--- src/rtl/instr_loader_pkg.sv ---
// Shared types and default widths for the instruction-memory program loader.
package instr_loader_pkg;

  localparam int DEF_INSTRUCTION_WIDTH = 40;
  localparam int DEF_PC_WIDTH          = 5;

  typedef enum logic [1:0] {
    IDLE    = 2'd0,
    COLLECT = 2'd1,
    WRITE   = 2'd2,
    DONE    = 2'd3
  } state_e;

  function automatic int bytes_per_word(input int width);
    return width / 8;
  endfunction

endpackage

--- src/rtl/instr_loader_byte_packer.sv ---
// MSB-first byte packer: shifts stream bytes into a word and flags the last byte of each word.
module byte_packer
  import instr_loader_pkg::*;
#(
  parameter int WIDTH = DEF_INSTRUCTION_WIDTH,
  parameter int BYTES = bytes_per_word(DEF_INSTRUCTION_WIDTH)
) (
  input  logic             clk,
  input  logic             rst,
  input  logic             clear_i,
  input  logic             shift_i,
  input  logic [7:0]       byte_i,
  output logic [WIDTH-1:0] word_o,
  output logic             last_byte_o
);

  localparam int CW = (BYTES > 1) ? $clog2(BYTES) : 1;

  logic [WIDTH-1:0] shift_q, shift_d, shifted;
  logic [CW-1:0]    cnt_q, cnt_d;

  // Oldest byte migrates toward the MSB as later bytes are appended.
  if (WIDTH > 8) begin : g_wide
    assign shifted = {shift_q[WIDTH-9:0], byte_i};
  end else begin : g_narrow
    assign shifted = byte_i;
  end

  assign last_byte_o = (cnt_q == CW'(BYTES - 1));
  assign word_o      = shift_q;

  always_comb begin
    shift_d = shift_q;
    cnt_d   = cnt_q;
    if (clear_i) begin
      shift_d = '0;
      cnt_d   = '0;
    end else if (shift_i) begin
      shift_d = shifted;
      cnt_d   = last_byte_o ? '0 : cnt_q + 1'b1;
    end
  end

  always_ff @(posedge clk) begin
    if (rst) begin
      shift_q <= '0;
      cnt_q   <= '0;
    end else begin
      shift_q <= shift_d;
      cnt_q   <= cnt_d;
    end
  end

endmodule

--- src/rtl/instr_loader.sv ---
// Loads the instruction memory from a byte stream, one write per packed word, holding the CPU meanwhile.
module instr_loader
  import instr_loader_pkg::*;
#(
  parameter int INSTRUCTION_WIDTH = DEF_INSTRUCTION_WIDTH,
  parameter int PC_WIDTH          = DEF_PC_WIDTH
) (
  input  logic                         clk,
  input  logic                         rst,
  input  logic                         start,
  input  logic [PC_WIDTH:0]            num_words,
  input  logic                         abort,
  input  logic [7:0]                   byte_data,
  input  logic                         byte_valid,
  output logic                         byte_ready,
  output logic                         mem_we,
  output logic [PC_WIDTH-1:0]          mem_addr,
  output logic [INSTRUCTION_WIDTH-1:0] mem_wdata,
  output logic                         busy,
  output logic                         cpu_hold,
  output logic                         done,
  output logic [PC_WIDTH:0]            words_written
);

  localparam int BYTES = bytes_per_word(INSTRUCTION_WIDTH);
  localparam logic [PC_WIDTH:0] MAX_WORDS = {1'b1, {PC_WIDTH{1'b0}}};

  if ((INSTRUCTION_WIDTH % 8) != 0 || INSTRUCTION_WIDTH < 8) begin : g_width_check
    $fatal(1, "instr_loader: INSTRUCTION_WIDTH must be a positive multiple of 8");
  end

  state_e                 state_q, state_d;
  logic [PC_WIDTH-1:0]    addr_q, addr_d;
  logic [PC_WIDTH:0]      ww_q, ww_d;
  logic [PC_WIDTH:0]      target_q, target_d;
  logic [PC_WIDTH:0]      clamped;
  logic                   pk_clear, pk_shift, last_byte;
  logic [INSTRUCTION_WIDTH-1:0] packed_word;

  assign clamped = (num_words > MAX_WORDS) ? MAX_WORDS : num_words;

  byte_packer #(
    .WIDTH(INSTRUCTION_WIDTH),
    .BYTES(BYTES)
  ) u_packer (
    .clk        (clk),
    .rst        (rst),
    .clear_i    (pk_clear),
    .shift_i    (pk_shift),
    .byte_i     (byte_data),
    .word_o     (packed_word),
    .last_byte_o(last_byte)
  );

  always_comb begin
    state_d  = state_q;
    addr_d   = addr_q;
    ww_d     = ww_q;
    target_d = target_q;
    pk_clear = 1'b0;
    pk_shift = 1'b0;
    case (state_q)
      IDLE: begin
        if (start) begin
          addr_d   = '0;
          ww_d     = '0;
          target_d = clamped;
          pk_clear = 1'b1;
          state_d  = (clamped == '0) ? DONE : COLLECT;
        end
      end
      COLLECT: begin
        // Abort wins over a coincident byte so a partial word never reaches memory.
        if (abort) begin
          state_d = IDLE;
        end else if (byte_valid) begin
          pk_shift = 1'b1;
          if (last_byte) state_d = WRITE;
        end
      end
      WRITE: begin
        ww_d   = ww_q + 1'b1;
        addr_d = addr_q + 1'b1;
        if (abort)                         state_d = IDLE;
        else if ((ww_q + 1'b1) == target_q) state_d = DONE;
        else                               state_d = COLLECT;
      end
      DONE: state_d = IDLE;
      default: state_d = IDLE;
    endcase
  end

  always_ff @(posedge clk) begin
    if (rst) begin
      state_q  <= IDLE;
      addr_q   <= '0;
      ww_q     <= '0;
      target_q <= '0;
    end else begin
      state_q  <= state_d;
      addr_q   <= addr_d;
      ww_q     <= ww_d;
      target_q <= target_d;
    end
  end

  assign byte_ready    = (state_q == COLLECT);
  assign mem_we        = (state_q == WRITE);
  assign mem_addr      = addr_q;
  assign mem_wdata     = mem_we ? packed_word : '0;
  assign busy          = (state_q == COLLECT) || (state_q == WRITE);
  assign cpu_hold      = busy;
  assign done          = (state_q == DONE);
  assign words_written = ww_q;

endmodule
--- config.mk ---
export PLATFORM = sky130hd
export DESIGN_NAME = instr_loader
export DESIGN_NICKNAME = d
export VERILOG_FILES = /design/src/rtl/instr_loader_pkg.sv /design/src/rtl/instr_loader_byte_packer.sv /design/src/rtl/instr_loader.sv
export SDC_FILE = /design/constraint.sdc
export NUM_CORES = 1
export LEC_CHECK = 0
export ABC_AREA = 0
export CAP_MARGIN = 20
export CELL_PAD_IN_SITES_DETAIL_PLACEMENT = 1
export CELL_PAD_IN_SITES_GLOBAL_PLACEMENT = 2
export CORE_MARGIN = 3
export CORE_UTILIZATION = 27
export CTS_BUF_LIST = sky130_fd_sc_hd__clkbuf_8 sky130_fd_sc_hd__clkbuf_16
export CTS_CLUSTER_DIAMETER = 30
export DETAILED_ROUTE_END_ITERATION = 7
export GPL_ROUTABILITY_DRIVEN = 0
export PLACE_DENSITY_LB_ADDON = 0.08
export SYNTH_ARGS = -nofsm -noshare
export SYNTH_HDL_FRONTEND = slang
export SYNTH_SLANG_ARGS = --single-unit
--- constraint.sdc ---
create_clock -name clk -period 2.3 [get_ports clk]
set_clock_uncertainty 0.05 [all_clocks]
set_input_delay 0.575 -clock clk [delete_from_list [all_inputs] [get_ports clk]]
set_output_delay 0.575 -clock clk [all_outputs]
set_load 0.05 [all_outputs]
# [Word-level counts from Yosys, hierarchy flattened]
# Cells that the tools add are included.
# Widths: inputs -> output; s select.
[word_totals] register_bits=62 output_inout_bits=56 word_cells=46 in_bits=19
[op_classes] add_sub_neg=3 n_eq_ne=8 mux=20 n_reduce_logical=8 order_cmp=1
[op_table] op="$mux 40" count=1
[op_table] op="$mux 2" count=7
[op_table] op="$mux 6" count=2
[op_table] op="$pmux 6 s2" count=1
[op_table] op="$pmux 5 s2" count=1
[op_table] op="$pmux 2 s4" count=1
[op_table] op="$add 6x1->6 const B" count=1
[op_table] op="$eq 6x6->1" count=1
[op_table] op="$gt 6x6->1 const B" count=1
[op_table] op="$logic_not 6->1" count=1
[op_table] op="$add 5x1->5 const B" count=1
[op_table] op="$mux 1" count=5
[op_table] op="$mux 5" count=1
[op_table] op="$eq 2x2->1 const B" count=2
[op_table] op="$reduce_and 2->1" count=2
[op_table] op="$add 3x1->3 const B" count=1
[op_table] op="$eq 3x3->1 const B" count=1
[op_table] op="$mux 3" count=1
[op_table] op="$ne 3x2->1 const B" count=1
[op_table] op="$ne 3x3->1 const B" count=1
[op_table] op="$reduce_and 3->1" count=1
[op_table] op="$eq 2x1->1 const B" count=1
[op_table] op="$logic_not 2->1" count=1
[op_table] op="$ne 2x2->1 const B" count=1
[op_table] op="3 further kinds" count=3

# [Depth between registers and ports, before layout]
# Gate-level depths: netlist (run 1).
[logic_depth] word_depth=6 ltp_mapped=8 depth_no_buf=6

# [Modules after synthesis]
# From an unflattened synthesis (run 1), not the netlist that was laid out.
[hier_totals] hier_cells=326 area_unflattened_um2=2967.8
[by_module_without_submodules] mod="byte_packer" area_per_inst_um2=1629.1 instances=1 cells_per_inst=149 seq_area_each_um2=860.8
[by_module_without_submodules] mod="instr_loader" area_per_inst_um2=1338.8 instances=1 cells_per_inst=177 seq_area_each_um2=380.4

# [Least setup slack after synthesis (run 1)]
# No wires, ideal clock.
[synth_timing] path_kind="register to output" start="register state_q[0]" end="output port mem_wdata[19]" stages_incl_launch_ff=6 setup_slack_ns=-0.212 path_buffers=2 t_required_ns=1.675 arrival_ns=1.887 path_cell_list="dfxtp_1 inv_1 ha_1 clkbuf_1 clkbuf_1 and2_1"
[synth_via] elab_chain_cells=2
[synth_rtl] element="start: declaration" line_no="instr_loader.sv:32" rtl="state_e state_q, state_d;"
[synth_rtl] element="start signal: assignment" line_no="instr_loader.sv:100" rtl="state_q <= state_d;"
[synth_rtl] element="$eq 2x2->1" line_no="instr_loader.sv:108" rtl="assign mem_we = (state_q == WRITE);"
[synth_rtl] element="net mem_we" line_no="instr_loader.sv:16" rtl="output logic mem_we,"
[synth_rtl] element="$mux 40" line_no="instr_loader.sv:110" rtl="assign mem_wdata = mem_we ? packed_word : '0;"
[synth_rtl] element="end: declaration" line_no="instr_loader.sv:18" rtl="output logic [INSTRUCTION_WIDTH-1:0] mem_wdata,"
# The timed path passes the listed nets, and every way through them passes these cells.

# [Worst setup path in the final report (run 1)]
[layout_timing] start="register ww_q[5], in the netlist words_written[5]" end="output port words_written[5]"
[layout_rtl] element="start: declaration" line_no="instr_loader.sv:34" rtl="logic [PC_WIDTH:0] ww_q, ww_d;"
[layout_rtl] element="start signal: assignment" line_no="instr_loader.sv:102" rtl="ww_q <= ww_d;"
[layout_rtl] element="end: declaration" line_no="instr_loader.sv:22" rtl="output logic [PC_WIDTH:0] words_written"
# No word-level cell between the ends.

==> flow_summary.toml, run 1 <==
[outcome]
status = "finished clean"

[min_path]
min_from = "u_packer.word_o[33]"
hold_depth = 2
whs_endpoint = "u_packer.word_o[33]"
min_path_type = "register to register"

[clock_tree]
path_clk_slew_ns = 0.07
clk_latency_ns = 0.33
numClockSinks = 62
cts-root-buf = "clkbuf_8"
cts_htree_levels = 3
post_cts_resized = 0
post_cts_buffers = 0
cts_tree = "done"
cts_hold_buf = 0
cts_buffer_depth = 2
cts_buffers = 9

[drt]
post_drt_via_cell_ratio = 4.56
firstDrtPassIters = 4
wl_per_cell_um = 14.0
dr_total_vias = 2673
ant_nets = 0
first_iter_violations = 97
drcViolationCount = 0
routed_wl_um = 8200

[logic_synthesis]
synth_edf_count = 0
seq_area_frac_synth_pct = 42.9
async_flop_share_pct = 0
synth_top_cell_area_share_pct = 42.9
synth_warnings = 0
synthCells = 374
synthTopCellsByArea = "dfxtp_1, nand2_1, a21oi_1"
synth-seq-cells = 62
synth_ff_type = "dfxtp_1"
synth.largest_area_cell = "dfxtp_1"
syn-num-nets = 401
syn_area_mm2 = 0.00289
synthDistinctLibCells = 31
post_synth.cell_area_avg_um2 = 7.74

[sta]
rsz0062_at_grt = "no"
finalSetupViolCount = 0
slew_headroom_pct = 66.4
max_freq_mhz = 452
setup_slack_ns = 0.0891
finalSetupTns_ns = 0
final-max-slew-violation-count = 0
hold_violations = 0
tightest_slew_ns = 0.504
min_period_ns = 2.21
period_share_pct = 96.1

[floorplanning]
rows = 37
coreArea_mm2 = 0.0104
die-area_mm2 = 0.0120
die_w_um = 110
dieHeight_um = 110
start_util_pct = 27.9
ios = 75

[global_route]
grt_pass1_wl_um = 13900
grt_pass1_vias = 2794
grt_antenna_before_repair = 0
grt_max_degree = 44
grt_overflow_total = 0
grt_use_total_pct = 14.6

[setup_path]
start_kind = "register"
path_cells = "clkdlybuf4s50_1"
critPathTopFamily = "buffers and inverters"
critPathBufInv = 1
path_max_fanout = 5
required_ns = 1.67
reg2reg_slack_ns = 0.56
r2r-end = "u_packer.word_o[15]"
critPathArrivalTime_ns = 1.59
crit_slowest_cell = "clkdlybuf4s50_1"
end_kind = "output pin"
cpPeakStageDelay_ns = 0.84
crit_type = "register to output pin"
ff2ff_path_depth = 7
timing.rr.start = "state_q[1]"

[layout]
n_fill_cell = 1210
num-nets-final = 472
layout_common_cells = "nand2_1, dfxtp_1, a21oi_1"
layout-area-overhead-vs-synth_pct = 54.3
drive_gt1_share_pct = 24.0
antenna_cells = 0
multi_input_area_mm2 = 0.00155
register_area_mm2 = 0.00124
layout_commonest_cell = "nand2_1"

[power_and_ir_drop]
powerDensity_mw_per_mm2 = 540
p_comb_share_pct = 14.3
clock_power_share_pct = 40.0
swShare_pct = 27.2
p_total_mw = 2.41
power.leakage_nw = 1.63
cellInternalPower_mw = 1.75
power_frac_seq_pct = 45.8
p_sw_uw = 657
ir_drop_mv = 0.312

[placed_design]
numPortBuffers = 74
post-place-ws_ns = 0.160
hpwl_um = 5860

[flow_run]
drv_cap = 0
==> metrics by stage <==
step                util, %  instances  hold slack [ns]  area (µm²)
finish                 43.1        586            0.401        4470
global route           43.1        586            0.433        4470
CTS                    43.0        586            0.404        4460
detailed placement     41.1        570            0.395        4260
global placement       41.1        570            0.388        4260
floorplan                 -        374            0.382        2920
==> sequential cells by signal (all words and copies together), names as in the netlist <==
signal,cells
mem_addr,5
words_written,6
state_q,2
u_packer.cnt_q,3
u_packer.word_o,40
target_q,6
==> cells by family after synthesis <==
kind of cell	count (synthesis)	synth area share [%]
adders and majority gates	8	3.46
and+or+nand+nor	187	31.3
buffers and inverters	31	4.58
muxes	3	1.04
xor gates and xnor gates	9	2.72
AOI/OAI and AO/OA	74	14.1
DFF	62	42.9
==> how the worst max path moves through the flow <==
stage	to	slack, ns	cells past startpoint	from
floorplan	mem_wdata[19]	0.09	5	state_q[0]
global route	words_written[5]	0.005	1	words_written[5]
finish	words_written[5]	0.09	1	words_written[5]
global placement	state_q[1]	0.19	5	num_words[1]
CTS	words_written[4]	0.01	1	words_written[4]
detailed placement	state_q[1]	0.16	5	num_words[1]
==> synth_stat cells, types with 2 or more instances <==
cell and number:
xor2_1 3, mux2i_1 3, a22oi_1 2, nor3b_1 7, o21ai_0 8, nor3_1 4, buf_2 10, and2_1 44
inv_1 5, nand3b_1 2, o2111ai_1 2, ha_1 8, nand3_1 9, dfxtp_1 62, nand2b_1 2, nor2_1 15
a21oi_1 57, nand2_1 94, nor2b_1 5, nor4_1 2, xnor2_1 6, clkbuf_1 15
==> power by group through the flow <==
stage | Sequential (mW) | Clock [mW] | Combinational, mW
after global placement | 1.13 | 0 | 0.347
after floorplan | 1.13 | 0 | 0.201
final | 1.10 | 0.963 | 0.344
after global routing | 1.11 | 1.06 | 0.380
after CTS | 1.10 | 1.00 | 0.350
after detailed placement | 1.13 | 0 | 0.348
==> cell type report <==
class / instances / share of cell area [%]
multi-input cells: 281 / 34.7
repair buffers: 86 / 28.7
flip-flops and latches: 62 / 27.9
well taps: 136 / 3.81
clock buffers: 10 / 3.08
clock inverters: 6 / 1.37
inverters: 5 / 0.420
==> per-layer routing <==
metal,track usage [%],wire length (µm)
met5,0,0
met4,4.27,74
met3,2.82,291
met2,22.2,3630
met1,21.0,4200
(Power assumes the default switching activity.)
==> inputs of run 2 (changes only) <==
--- a/config.mk
+++ b/config.mk
@@ -9,7 +9,7 @@
 export CAP_MARGIN = 20
 export CELL_PAD_IN_SITES_DETAIL_PLACEMENT = 1
 export CELL_PAD_IN_SITES_GLOBAL_PLACEMENT = 2
-export CORE_MARGIN = 3
+export CORE_MARGIN = 2
 export CORE_UTILIZATION = 27
 export CTS_BUF_LIST = sky130_fd_sc_hd__clkbuf_8 sky130_fd_sc_hd__clkbuf_16
 export CTS_CLUSTER_DIAMETER = 30
@@ -19,3 +19,4 @@
 export SYNTH_ARGS = -nofsm -noshare
 export SYNTH_HDL_FRONTEND = slang
 export SYNTH_SLANG_ARGS = --single-unit
+export TNS_END_PERCENT = 10
==> flow_summary.toml, run 2 (same netlist as run 1, synthesis figures left out) <==
[outcome]
status = "finished clean"

[sta]
hold_violations = 0
tightest_slew_ns = 0.489
period_share_pct = 98.0
min_period_ns = 2.25
max_freq_mhz = 443
rsz0062_at_grt = "no"
final-max-slew-violation-count = 0
finalSetupViolCount = 0
hold_ws_ns = 0.399
slew_headroom_pct = 67.3

[drt]
dr_total_vias = 2716
post_drt_via_cell_ratio = 4.64
drcViolationCount = 0
wl_per_cell_um = 14.2
firstDrtPassIters = 4
first_iter_violations = 82
ant_nets = 0
routed_wl_um = 8300

[min_path]
min_from = "u_packer.word_o[33]"
min_path_type = "register to register"

[placed_design]
dpl-instance-area_mm2 = 0.00425
place_inst = 570
numPortBuffers = 74
hpwl_um = 5900

[clock_tree]
cts_htree_levels = 3
path_clk_slew_ns = 0.07
cts_hold_buf = 0
cts-root-buf = "clkbuf_8"
numClockSinks = 62
clk_latency_ns = 0.33
cts_buffer_depth = 2
post_cts_resized = 0
cts_tree = "done"
post_cts_buffers = 0
cts_buffers = 9

[floorplanning]
start_util_pct = 27.9
dieHeight_um = 108
die-area_mm2 = 0.0116
ios = 75
rows = 37
die_w_um = 108
coreArea_mm2 = 0.0104

[setup_path]
crit_type = "register to output pin"
cpPeakStageDelay_ns = 0.85
end_kind = "output pin"
path_max_fanout = 6
critPathTopFamily = "buffers and inverters"
path_cells = "clkdlybuf4s50_1"
crit_slowest_cell = "clkdlybuf4s50_1"
critPathArrivalTime_ns = 1.63
critPathBufInv = 1
start_kind = "register"
required_ns = 1.67
timing.rr.start = "state_q[1]"
crit_start = "words_written[4]"

[layout]
layout-area-overhead-vs-synth_pct = 52.9
drive_gt1_share_pct = 19.2
layout_common_cells = "nand2_1, dfxtp_1, a21oi_1"
antenna_cells = 0
design_area_mm2 = 0.00442
num-nets-final = 472
layout_commonest_cell = "nand2_1"
finalNonFillerCells = 585
largest_reg_flops = 40

[power_and_ir_drop]
powerDensity_mw_per_mm2 = 521
p_total_mw = 2.31
swShare_pct = 27.8
p_comb_share_pct = 15.1
ir_drop_mv = 0.304
clock_power_share_pct = 37.1
power_frac_seq_pct = 47.8
cellInternalPower_mw = 1.67
p_sw_uw = 641
power.leakage_nw = 1.59

[global_route]
grt_max_degree = 41
grt_use_total_pct = 15.1
grt_overflow_total = 0
grt_antenna_before_repair = 0
grt_pass1_wl_um = 13700
grt_pass1_vias = 2700

[flow_run]
drv_cap = 0
-- run 2: final timing paths --
kind,to,slack (ns),cells past startpoint
setup / recovery,words_written[4],0.05,1
setup reg to reg,u_packer.word_o[22],0.52,7
hold / removal,u_packer.word_o[33],0.40,2
hold reg to reg,u_packer.word_o[33],0.40,2
-- run 2: power groups by stage --
| stage | Sequential, mW | Clock, mW | Combinational (mW) |
|---|---|---|---|
| 6_report | 1.10 | 0.856 | 0.349 |
| 2_1_floorplan | 1.13 | 0 | 0.201 |
| 5_1_grt | 1.10 | 0.936 | 0.380 |
| 3_3_place_gp | 1.13 | 0 | 0.349 |
| 4_1_cts | 1.10 | 0.892 | 0.354 |
| 3_5_place_dp | 1.13 | 0 | 0.352 |
-- run 2: cell type report --
cell class / count / area, µm²
repair buffers: 86 / 1290
well taps: 136 / 170
flip-flops and latches: 62 / 1240
clock inverters: 4 / 22.5
fillers: 1225 / 5950
inverters: 5 / 18.8
clock buffers: 11 / 151
multi-input cells: 281 / 1530
-- run 2: per-stage QoR --
step                      worst slack (ns)  TNS [ns]  util [%]
after floorplan                    -0.0380    -0.680         -
after global placement               0.218         0      41.0
after detailed placement             0.160         0      41.0
after CTS                           0.0338         0      42.7
after global routing               0.00357         0      42.7
final                               0.0452         0      42.7
-- run 2: metal layers --
| metal | vias up | track usage, % | routed length [µm] |
|---|---|---|---|
| li1 | 1374 | - | - |
| met1 | 1285 | 21.7 | 4340 |
| met4 | 0 | 4.95 | 84 |
| met3 | 7 | 3.57 | 300 |
| met5 | - | 0 | 0 |
| met2 | 50 | 22.1 | 3570 |
==> inputs of run 3 (changes only) <==
--- a/config.mk
+++ b/config.mk
@@ -15,7 +15,7 @@
 export CTS_CLUSTER_DIAMETER = 30
 export DETAILED_ROUTE_END_ITERATION = 7
 export GPL_ROUTABILITY_DRIVEN = 0
-export PLACE_DENSITY_LB_ADDON = 0.08
+export PLACE_DENSITY_LB_ADDON = 0.1
 export SYNTH_ARGS = -nofsm -noshare
 export SYNTH_HDL_FRONTEND = slang
 export SYNTH_SLANG_ARGS = --single-unit
==> constraint.sdc (replaced) <==
create_clock -name clk -period 2.1 [get_ports clk]
set_clock_uncertainty 0.05 [all_clocks]
set_input_delay 0.525 -clock clk [delete_from_list [all_inputs] [get_ports clk]]
set_output_delay 0.525 -clock clk [all_outputs]
set_load 0.05 [all_outputs]
==> flow_summary.toml, run 3 (same netlist as run 1, synthesis figures left out) <==
[clock_tree]
cts_htree_levels = 3
cts_buffers = 9
numClockSinks = 62
clk_latency_ns = 0.34
cts_buffer_depth = 2
path_clk_slew_ns = 0.07
cts-root-buf = "clkbuf_8"
cts_hold_buf = 0
cts_tree = "done"

[floorplanning]
die-area_mm2 = 0.0116
dieHeight_um = 108
die_w_um = 108
rows = 37
coreArea_mm2 = 0.0104
ios = 75
start_util_pct = 27.9

[sta]
min_period_ns = 2.05
finalSetupTns_ns = 0
tightest_slew_ns = 0.361
final-max-slew-violation-count = 0
hold_violations = 0
period_share_pct = 97.4
setup_slack_ns = 0.0547
slew_headroom_pct = 75.9
rsz0062_at_grt = "yes"
max_freq_mhz = 489
finalSetupViolCount = 0

[setup_path]
crit_type = "register to output pin"
end_kind = "output pin"
path_max_fanout = 22
start_kind = "register"
required_ns = 1.52
critPathArrivalTime_ns = 1.47

[outcome]
status = "finished clean"

[power_and_ir_drop]
ir_drop_mv = 0.467
power.leakage_nw = 1.67
p_total_mw = 2.78
powerDensity_mw_per_mm2 = 609

[drt]
firstDrtPassIters = 4
ant_nets = 0
post_drt_via_cell_ratio = 4.63
routed_wl_um = 8600
wl_per_cell_um = 14.6
dr_total_vias = 2732
first_iter_violations = 93
drcViolationCount = 0

[placed_design]
dpl-instance-area_mm2 = 0.00429
place_inst = 571
hpwl_um = 5790
numPortBuffers = 74
post-place-ws_ns = -0.0128

[layout]
layout_common_cells = "nand2_1, dfxtp_1, a21oi_1"
layout-area-overhead-vs-synth_pct = 57.7
layout_commonest_cell = "nand2_1"
design_area_mm2 = 0.00456
drive_gt1_share_pct = 25.6
antenna_cells = 0
num-nets-final = 476
largest_reg_flops = 40
finalNonFillerCells = 590
n_fill_cell = 1211

[flow_run]
drv_cap = 0

[min_path]
min_path_type = "register to register"

[global_route]
grt_overflow_total = 0
grt_antenna_before_repair = 0
grt_pass1_wl_um = 14500
grt_pass1_vias = 2784
grt_max_degree = 44
grt_use_total_pct = 16.0
[run 3: path summary, 6_finish.rpt]
path | from | to | slack [ns] | cells past startpoint
worst max-delay path | state_q[0] | mem_wdata[28] | 0.05 | 5
worst min-delay path | u_packer.word_o[32] | u_packer.word_o[32] | 0.40 | 2
worst max register to register | state_q[1] | u_packer.cnt_q[2] | 0.29 | 7
worst min register to register | u_packer.word_o[32] | u_packer.word_o[32] | 0.40 | 2
[run 3: per-stage QoR]
step / utilization [%] / hold WS, ns
after CTS: 43.9 / 0.405
after global placement: 41.4 / 0.391
final: 44.0 / 0.401
after floorplan: - / 0.382
after detailed placement: 41.4 / 0.396
after global routing: 44.0 / 0.430
[run 3: worst max-delay path: stages, from the launching register on]
cell     delay [ns]
dfxtp_2        0.36
inv_2          0.06
ha_4           0.18
buf_12         0.16
and2_2         0.21
buf_12         0.15
[run 3: cell type report]
class                      instances  area [µm²]  area share [%]
tap                              136         170            3.73
inverter                           5        18.8           0.411
clock buffer                      10         138            3.02
sequential                        62        1240            27.3
clock inverter                     6        77.6            1.70
multi-input combinational        281        1570            34.3
timing repair buffer              90        1350            29.6
[run 3: per-layer routing]
metal / GRT usage [%] / part of all wire, % / up-vias
met5: 0 / 0 / -
met4: 4.40 / 0.65 / 0
met3: 3.93 / 3.9 / 6
met2: 23.1 / 44 / 56
met1: 23.4 / 52 / 1286
li1: - / - / 1384
[run 3: timing repair]
action / CTS / global route
gates resized for setup: 3 / 4
endpoints found under the setup margin: 40 / 42
buffers inserted: 3 / 0
pin swaps: 0 / 0
[run 3: report_power, final]
part           switching (mW)  internal [mW]  leakage (nW)
combinational           0.236          0.173          1.05
clock                   0.475          0.688         0.119
sequential             0.0157           1.19         0.501
total                   0.726           2.05          1.67
